===== src/rtl/fifo_param_pkg.sv =====
// Shared FIFO defaults and pointer sizing helper.
// Latency: n/a (constants and a constant function only).
// Backpressure: n/a.
package fifo_param_pkg;

  localparam int DEF_WIDTH = 8;
  localparam int DEF_DEPTH = 32;

  // Pointer width: address bits plus one wrap bit.
  function automatic int ptr_w(input int depth);
    return $clog2(depth) + 1;
  endfunction

endpackage


===== src/rtl/fifo_mem.sv =====
// fifo_mem: DEPTH x WIDTH register array, one synchronous write port, one asynchronous read port.
// Latency: write visible on the read port after the write edge; read is combinational.
// Backpressure: none; the caller only asserts wr_en for accepted writes.
module fifo_mem
  import fifo_param_pkg::*;
#(
  parameter int WIDTH = DEF_WIDTH,
  parameter int DEPTH = DEF_DEPTH,
  localparam int AW   = ptr_w(DEPTH) - 1
) (
  input  logic             clk,
  input  logic             wr_en,
  input  logic [AW-1:0]    wr_addr,
  input  logic [WIDTH-1:0] wr_dat,
  input  logic [AW-1:0]    rd_addr,
  output logic [WIDTH-1:0] rd_dat
);

  // Storage is deliberately not reset; stale words are never exposed because occupancy gates reads.
  logic [WIDTH-1:0] mem [DEPTH];

  // Store the incoming word at the write address.
  always_ff @(posedge clk) begin
    if (wr_en) begin
      mem[wr_addr] <= wr_dat;
    end
  end

  assign rd_dat = mem[rd_addr];

endmodule


===== src/rtl/fifo_param.sv =====
// fifo_param: single-clock parameterised FIFO with occupancy count, threshold flags and sticky errors.
// Latency: flags 1 cycle after the causing edge; read data 1 cycle after pop (FWFT=0) or head shown 1 cycle after write (FWFT=1).
// Backpressure: writes dropped while Full (sets Overflow), reads dropped while Empty (sets Underflow).
module fifo_param
  import fifo_param_pkg::*;
#(
  parameter int WIDTH     = DEF_WIDTH,
  parameter int DEPTH     = DEF_DEPTH,
  parameter int AFULL_TH  = DEPTH - 4,
  parameter int AEMPTY_TH = 4,
  parameter int FWFT      = 0
) (
  input  logic                      Clock,
  input  logic                      Reset,
  input  logic                      WrEnable,
  input  logic [WIDTH-1:0]          WrData,
  input  logic                      RdEnable,
  input  logic                      ClearErr,
  output logic [WIDTH-1:0]          RdData,
  output logic                      RdValid,
  output logic                      Full,
  output logic                      Empty,
  output logic                      AlmostFull,
  output logic                      AlmostEmpty,
  output logic [ptr_w(DEPTH)-1:0]   Count,
  output logic                      Overflow,
  output logic                      Underflow
);

  localparam int            PW      = ptr_w(DEPTH);
  localparam int            AW      = PW - 1;
  localparam logic [PW-1:0] DEPTH_C = PW'(DEPTH);
  localparam logic [PW-1:0] AF_C    = PW'(AFULL_TH);
  localparam logic [PW-1:0] AE_C    = PW'(AEMPTY_TH);
  localparam logic [PW-1:0] ONE     = PW'(1);

  logic [PW-1:0]    wr_ptr;
  logic [PW-1:0]    rd_ptr;
  logic             wr_acc;
  logic             rd_acc;
  logic [WIDTH-1:0] mem_rdata;

  // Flags decode the registered count, so they trail the causing edge by one cycle.
  assign Full        = (Count == DEPTH_C);
  assign Empty       = (Count == '0);
  assign AlmostFull  = (Count >= AF_C);
  assign AlmostEmpty = (Count <= AE_C);

  // A full FIFO still pops on a simultaneous request; an empty one still pushes.
  assign wr_acc = WrEnable & ~Full;
  assign rd_acc = RdEnable & ~Empty;

  fifo_mem #(
    .WIDTH (WIDTH),
    .DEPTH (DEPTH)
  ) u_mem (
    .clk     (Clock),
    .wr_en   (wr_acc),
    .wr_addr (wr_ptr[AW-1:0]),
    .wr_dat  (WrData),
    .rd_addr (rd_ptr[AW-1:0]),
    .rd_dat  (mem_rdata)
  );

  // Advance pointers on accepted transfers and track occupancy.
  always_ff @(posedge Clock or negedge Reset) begin
    if (!Reset) begin
      wr_ptr <= '0;
      rd_ptr <= '0;
      Count  <= '0;
    end else begin
      if (wr_acc) wr_ptr <= wr_ptr + ONE;
      if (rd_acc) rd_ptr <= rd_ptr + ONE;
      case ({wr_acc, rd_acc})
        2'b10:   Count <= Count + ONE;
        2'b01:   Count <= Count - ONE;
        default: Count <= Count;
      endcase
    end
  end

  // Sticky error flags; a fresh error in the clearing cycle keeps the flag set.
  always_ff @(posedge Clock or negedge Reset) begin
    if (!Reset) begin
      Overflow  <= 1'b0;
      Underflow <= 1'b0;
    end else begin
      if (WrEnable && Full)       Overflow  <= 1'b1;
      else if (ClearErr)          Overflow  <= 1'b0;
      if (RdEnable && Empty)      Underflow <= 1'b1;
      else if (ClearErr)          Underflow <= 1'b0;
    end
  end

  // Occupancy must always equal the pointer distance, wrap bits included.
  assert property (@(posedge Clock) disable iff (!Reset) Count == (wr_ptr - rd_ptr));

  if (FWFT == 0) begin : g_std
    logic [WIDTH-1:0] rd_data_q;
    logic             rd_vld_q;

    // Capture the head word on a pop; valid pulses for the following cycle only.
    always_ff @(posedge Clock or negedge Reset) begin
      if (!Reset) begin
        rd_data_q <= '0;
        rd_vld_q  <= 1'b0;
      end else begin
        rd_vld_q <= rd_acc;
        if (rd_acc) rd_data_q <= mem_rdata;
      end
    end

    assign RdData  = rd_data_q;
    assign RdValid = rd_vld_q;
  end else begin : g_fwft
    // Head word is shown directly; forced to zero when nothing is stored so reset reads as 0.
    assign RdData  = Empty ? '0 : mem_rdata;
    assign RdValid = ~Empty;
  end

endmodule


===== config.mk =====
export PLATFORM = sky130hd
export DESIGN_NAME = fifo_param
export DESIGN_NICKNAME = d
export VERILOG_FILES = /design/src/rtl/fifo_param_pkg.sv /design/src/rtl/fifo_mem.sv /design/src/rtl/fifo_param.sv
export SDC_FILE = /design/constraint.sdc
export NUM_CORES = 1
export LEC_CHECK = 0
export CORE_UTILIZATION = 49
export DETAILED_ROUTE_END_ITERATION = 16
export PLACE_DENSITY = 0.66
export SETUP_SLACK_MARGIN = 0.2
export SLEW_MARGIN = 20
export SYNTH_ARGS = -nofsm -noshare
export SYNTH_HDL_FRONTEND = slang
export SYNTH_SLANG_ARGS = --single-unit

===== constraint.sdc =====
create_clock -name Clock -period 3.8 [get_ports Clock]
set_clock_uncertainty 0.15 [all_clocks]
set_input_delay 0.76 -clock Clock [delete_from_list [all_inputs] [get_ports Clock]]
set_output_delay 0.76 -clock Clock [all_outputs]
set_load 0.02 [all_outputs]

# Word level (Yosys, flattened, before mapping)
# Memory sizes are Yosys's and may differ from the RTL's. A register that Yosys moved wholly into a read port is not among the register bits.
# Cells that the tools add are included.
dict set report totals {
  ff_bits 21
  mem_bits_rw 256
  inputBits 13
  out_inout_bits 21
  elab_cells 33
  n_memories 1
}
dict set report op_classes {
  n_addsub 4
  magnitude_cmp 2
  n_eq_ne 3
  n_mux 6
  bitwise 4
  n_reduce_logical 7
}
# memory words width read_ports rd_clocked_by_memory_dff wr line
set memory_table {}
lappend memory_table {u_mem.mem 32 8 1 1 1 fifo_mem.sv:20} ;# logic [WIDTH-1:0] mem [DEPTH];
# cell count
set ops {}
lappend ops {{adder 6 x 1 -> 6 bit, second input constant} 3}
lappend ops {{case mux 6 bit (2 select lines)} 1}
lappend ops {{equality test 6 bit, second input constant} 1}
lappend ops {{greater-or-equal comparator 6 x 5 -> 1 bit, second input constant} 1}
lappend ops {{less-or-equal comparator 6 x 3 -> 1 bit, second input constant} 1}
lappend ops {{zero test 6 bit} 1}
lappend ops {{nonzero test 2 bit} 3}
lappend ops {{subtractor 6 x 1 -> 6 bit, second input constant} 1}
lappend ops {{2-to-1 mux 1 bit} 5}
lappend ops {{AND 1 bit} 2}
lappend ops {{equality test 2 x 1 -> 1 bit, second input constant} 1}
lappend ops {{equality test 2 bit, second input constant} 1}
lappend ops {{logical AND 1 bit} 2}
lappend ops {{inverter 1 bit} 2}
lappend ops {{zero test 1 bit} 1}

# Longest topological paths before layout
dict set report logic_depth {
  ltp_word 5
  mapped_depth 15
  mapped_depth_nobuf 11
}

# By module
# A second synthesis with hierarchy kept.
dict set report hier_totals {
  hier_cells 512
  area_unflattened_um2 11227.0
}
# mod instances cells_each area_per_inst_um2 seq_area_each_um2
set by_module_without_submodules {}
lappend by_module_without_submodules {fifo_mem 1 409 9893.2 7687.4}
lappend by_module_without_submodules {fifo_param 1 103 1333.8 675.6}

# Worst setup path after synthesis
# Ideal clock, no wire load.
dict set report synth_path {
  path_kind {register to output}
  start {register Count[1]}
  end {output port AlmostEmpty}
  arrival_time_ns 2.057
  required_ns 2.890
  setup_slack_ns 0.833
  path_stages_with_launch 5
  path_buffers 1
  path_cell_list {dfrtp_1 > buf_2 > nor2_1 > inv_1 > a2111oi_0}
}
dict set report synth_via {
  elab_chain_cells 1
}
# item line
set synth_lines {}
lappend synth_lines {{from (decl)} fifo_param.sv:25} ;# output logic [ptr_w(DEPTH)-1:0] Count,
lappend synth_lines {{from (signal assigned)} fifo_param.sv:75} ;# 2'b10: Count <= Count + ONE;
lappend synth_lines {{from (signal assigned)} fifo_param.sv:76} ;# 2'b01: Count <= Count - ONE;
lappend synth_lines {{from (signal assigned)} fifo_param.sv:77} ;# default: Count <= Count;
lappend synth_lines {{less-or-equal comparator 6 x 3 -> 1 bit} fifo_param.sv:47} ;# assign AlmostEmpty = (Count <= AE_C);
lappend synth_lines {{to (decl)} fifo_param.sv:24} ;# output logic AlmostEmpty,
# No other way between the ends.

# Worst setup path in the final report
dict set report layout_path {
  start {register Count[2]}
  end {output port Empty}
}
dict set report layout_via {
  elab_chain_cells 1
}
# item line
set layout_lines {}
lappend layout_lines {{zero test 6 bit} fifo_param.sv:45} ;# assign Empty = (Count == '0);
lappend layout_lines {{to (decl)} fifo_param.sv:22} ;# output logic Empty,
# No other way between the ends.

==> flow_summary.toml <==
[outcome]
outcome = "finished clean"

[clock_network]
cts_setup_buffers = 0
htree_levels = 1
clock_latency_ns = 0.55
clockBufferDepth = 3
clk_pin_slew_ns = 0.06
clock_sinks = 283
numCtsBuffers = 30
cts-root-buf = "clkbuf_16"
cts_tree = "done"

[timing]
whs_ns = 0.370
setup_viol = 0
tightest_slew_ns = 1.02
finalCriticalPeriod_ns = 3.36
rsz0062_at_grt = "no"
max_freq_mhz = 298
fin_ws_ns = 0.440
setup_tns_ns = 0
maxSlewHeadroom_pct = 31.6
period_share_pct = 88.4
finalHoldViolCount = 0
drv_slew = 0

[placement]
place_ws_ns = 0.551
dp.cells = 1004
port_buffers = 33
gp_congestion = 0.830
hpwl_mm = 15.3
dpl_cell_area_mm2 = 0.0124

[drt]
dr.first_iter.drc_count = 557
ant_nets = 0
viasPerCell = 5.72
wirelength_mm = 24.5
wl_per_cell_um = 23.1
vias = 6065
drtPass1Iterations = 6
drc_errors = 0

[power]
irDropWorstVdd_mv = 0.437
pwr-share-comb_pct = 27.2
finalPower_mw = 9.62
p_sw_share_pct = 31.7
powerDensity_mw_per_mm2 = 722
pwr-share-clk_pct = 28.5
p_seq_share_pct = 44.3
p_leak_nw = 4.55
p_int_mw = 6.57
p_sw_mw = 3.05

[die]
rows = 55
initial_core_util_pct = 50.5
fp.dieW_um = 155
ioPinCount = 34
core_area_mm2 = 0.0228
die_h_um = 155
dieArea_mm2 = 0.0242

[synth]
synth-main-ff-cell = "edfxtp_1"
synth-edff-count = 256
synth_cells = 643
ys_types = 58
ys_seq_area_share_pct = 72.5
synth_area_per_cell_um2 = 17.9
syn-cell-area_mm2 = 0.0115
syn_nets = 664
synth-seq-cells = 283
async_flop_share_pct = 9.54
yosys_warnings = 0

[worst_setup_path]
cp_cell_sequence = "or3_1 -> nor3_1 -> clkdlybuf4s50_1"
crit_type = "reg2out"
cpLargestDelayFamily = "simple AND/OR/NAND/NOR gates"
end_kind = "output port"
regToRegSetupSlack_ns = 1.02
slowest_delay_ns = 0.65
worst-path-stages = 3
worstPathRequired_ns = 2.89
worstPathArrival_ns = 2.45
crit_buf_inv = 1
worst_r2r_path_depth = 11
cpMaxStageDelayCell = "clkdlybuf4s50_1"
start_kind = "register"
cp_max_fo = 11

[finish]
fin_area_mm2 = 0.0133
multiInputGateArea_mm2 = 0.00286
area.growth.synth_to_final_pct = 15.6
layout_common_cells = "256 x edfxtp_1, 52 x buf_4, 42 x nor2_1, 42 x mux4_2, 41 x mux2i_1"
instances_no_fill = 1060
drive_gt1_share_pct = 20.5
layout_commonest_cell = "edfxtp_1"
nets = 744
n_fill_cell = 1722
register_area_mm2 = 0.00837
n_antenna_cell = 0
final_util_pct = 58.3

[global_route]
antenna_found_initial = 0
grt_pass1_vias = 6078
grt.total_usage_pct = 21.1
grt_start_max_net_pins = 49
grt-ovfl-total = 0
grt_pass1_wl_mm = 37.7

[hold_path]
hold_path.class = "reg2reg"
hold_depth = 1

[run]
drv_cap = 0
-- power groups by stage --
stage	Sequential, mW	Combinational [mW]	Clock (mW)
after floorplan	3.96	2.10	0
after global placement	4.31	2.56	0
after detailed placement	4.33	2.60	0
after CTS	4.26	2.62	2.79
after global routing	4.33	2.80	2.91
final	4.26	2.61	2.74
-- layer usage --
layer	wire, µm	global-route usage (%)	up-vias
met1	10800	30.7	3103
li1	-	-	2697
met3	1630	3.51	44
met2	11400	33.1	221
met5	0	0	-
met4	642	6.16	0
-- cells in the mapped netlist, types with 2 or more instances --
cell	n	area, µm²
edfxtp_1	256	7690
nor2_1	43	161
mux4_2	42	946
mux2i_1	41	410
nand2_1	33	124
dfrtp_1	27	676
a21oi_1	17	85.1
buf_2	12	60.1
inv_1	11	41.3
nor2b_1	11	68.8
buf_4	9	67.6
o211ai_1	9	67.6
buf_6	8	90.1
ha_1	8	100
o21ai_0	8	40.0
xnor2_1	8	70.1
a22oi_1	7	52.6
xor2_1	7	61.3
a41o_1	6	60.1
nand3_1	6	30.0
o22ai_1	6	37.5
and2_1	5	31.3
clkbuf_1	5	18.8
nand3b_1	5	37.5
mux4_1	4	105
o21ai_1	4	20.0
mux2_2	3	33.8
or3_1	3	18.8
a22o_1	2	17.5
a31oi_1	2	12.5
and2_0	2	12.5
clkbuf_4	2	15.0
nand2b_1	2	12.5
nand4_1	2	12.5
nor3b_1	2	15.0
nor4_1	2	12.5
o32ai_1	2	17.5
-- state kept, by name, summed over array words and instances (netlist names) --
name,count
Overflow,1
Underflow,1
RdValid,1
RdData,8
wr_ptr,5
Count,6
rd_ptr,5
u_mem.mem,256
-- path summary, 6_finish.rpt --
path,endpoint,from
max,Empty,Count[2]
min,Underflow,Underflow
max reg2reg,Count[4],Count[2]
min reg2reg,Underflow,Underflow
max in group asynchronous,wr_ptr[4],Reset
min in group asynchronous,Overflow,Reset
-- worst reg2reg max path, stage by stage, from the launching register on --
cell and delay [ns]:
dfrtp_1 0.53, nor3_4 0.31, a21o_1 0.25, inv_2 0.05
ha_1 0.32, xor2_1 0.19, ha_1 0.20, inv_1 0.07
nor3b_1 0.18, o21ai_0 0.11, a21oi_1 0.19, xor2_1 0.15
-- area by class of cell --
type / count / area share (%)
Timing Repair Buffer: 85 / 5.41
Sequential cell: 283 / 62.8
Clock buffer: 40 / 6.30
Tap cell: 313 / 2.94
Inverter: 12 / 0.338
Clock inverter: 16 / 0.732
Multi-Input combinational cell: 311 / 21.5
-- cell families after synthesis --
| group | count (synthesis) | synth area share [%] |
|---|---|---|
| flops | 283 | 72.5 |
| xor+xnor | 15 | 1.14 |
| compound gates | 74 | 4.51 |
| mux | 90 | 13.0 |
| simple gates | 124 | 5.32 |
| buf+inv | 49 | 2.70 |
| fa+ha+maj | 8 | 0.868 |
-- repair_timing --
action                                  in CTS  in global routing
hold buffers                                 0                  0
gates resized for setup                      0                  1
endpoints found under the setup margin       0                  1
Power figures use the tool's default switching activity.
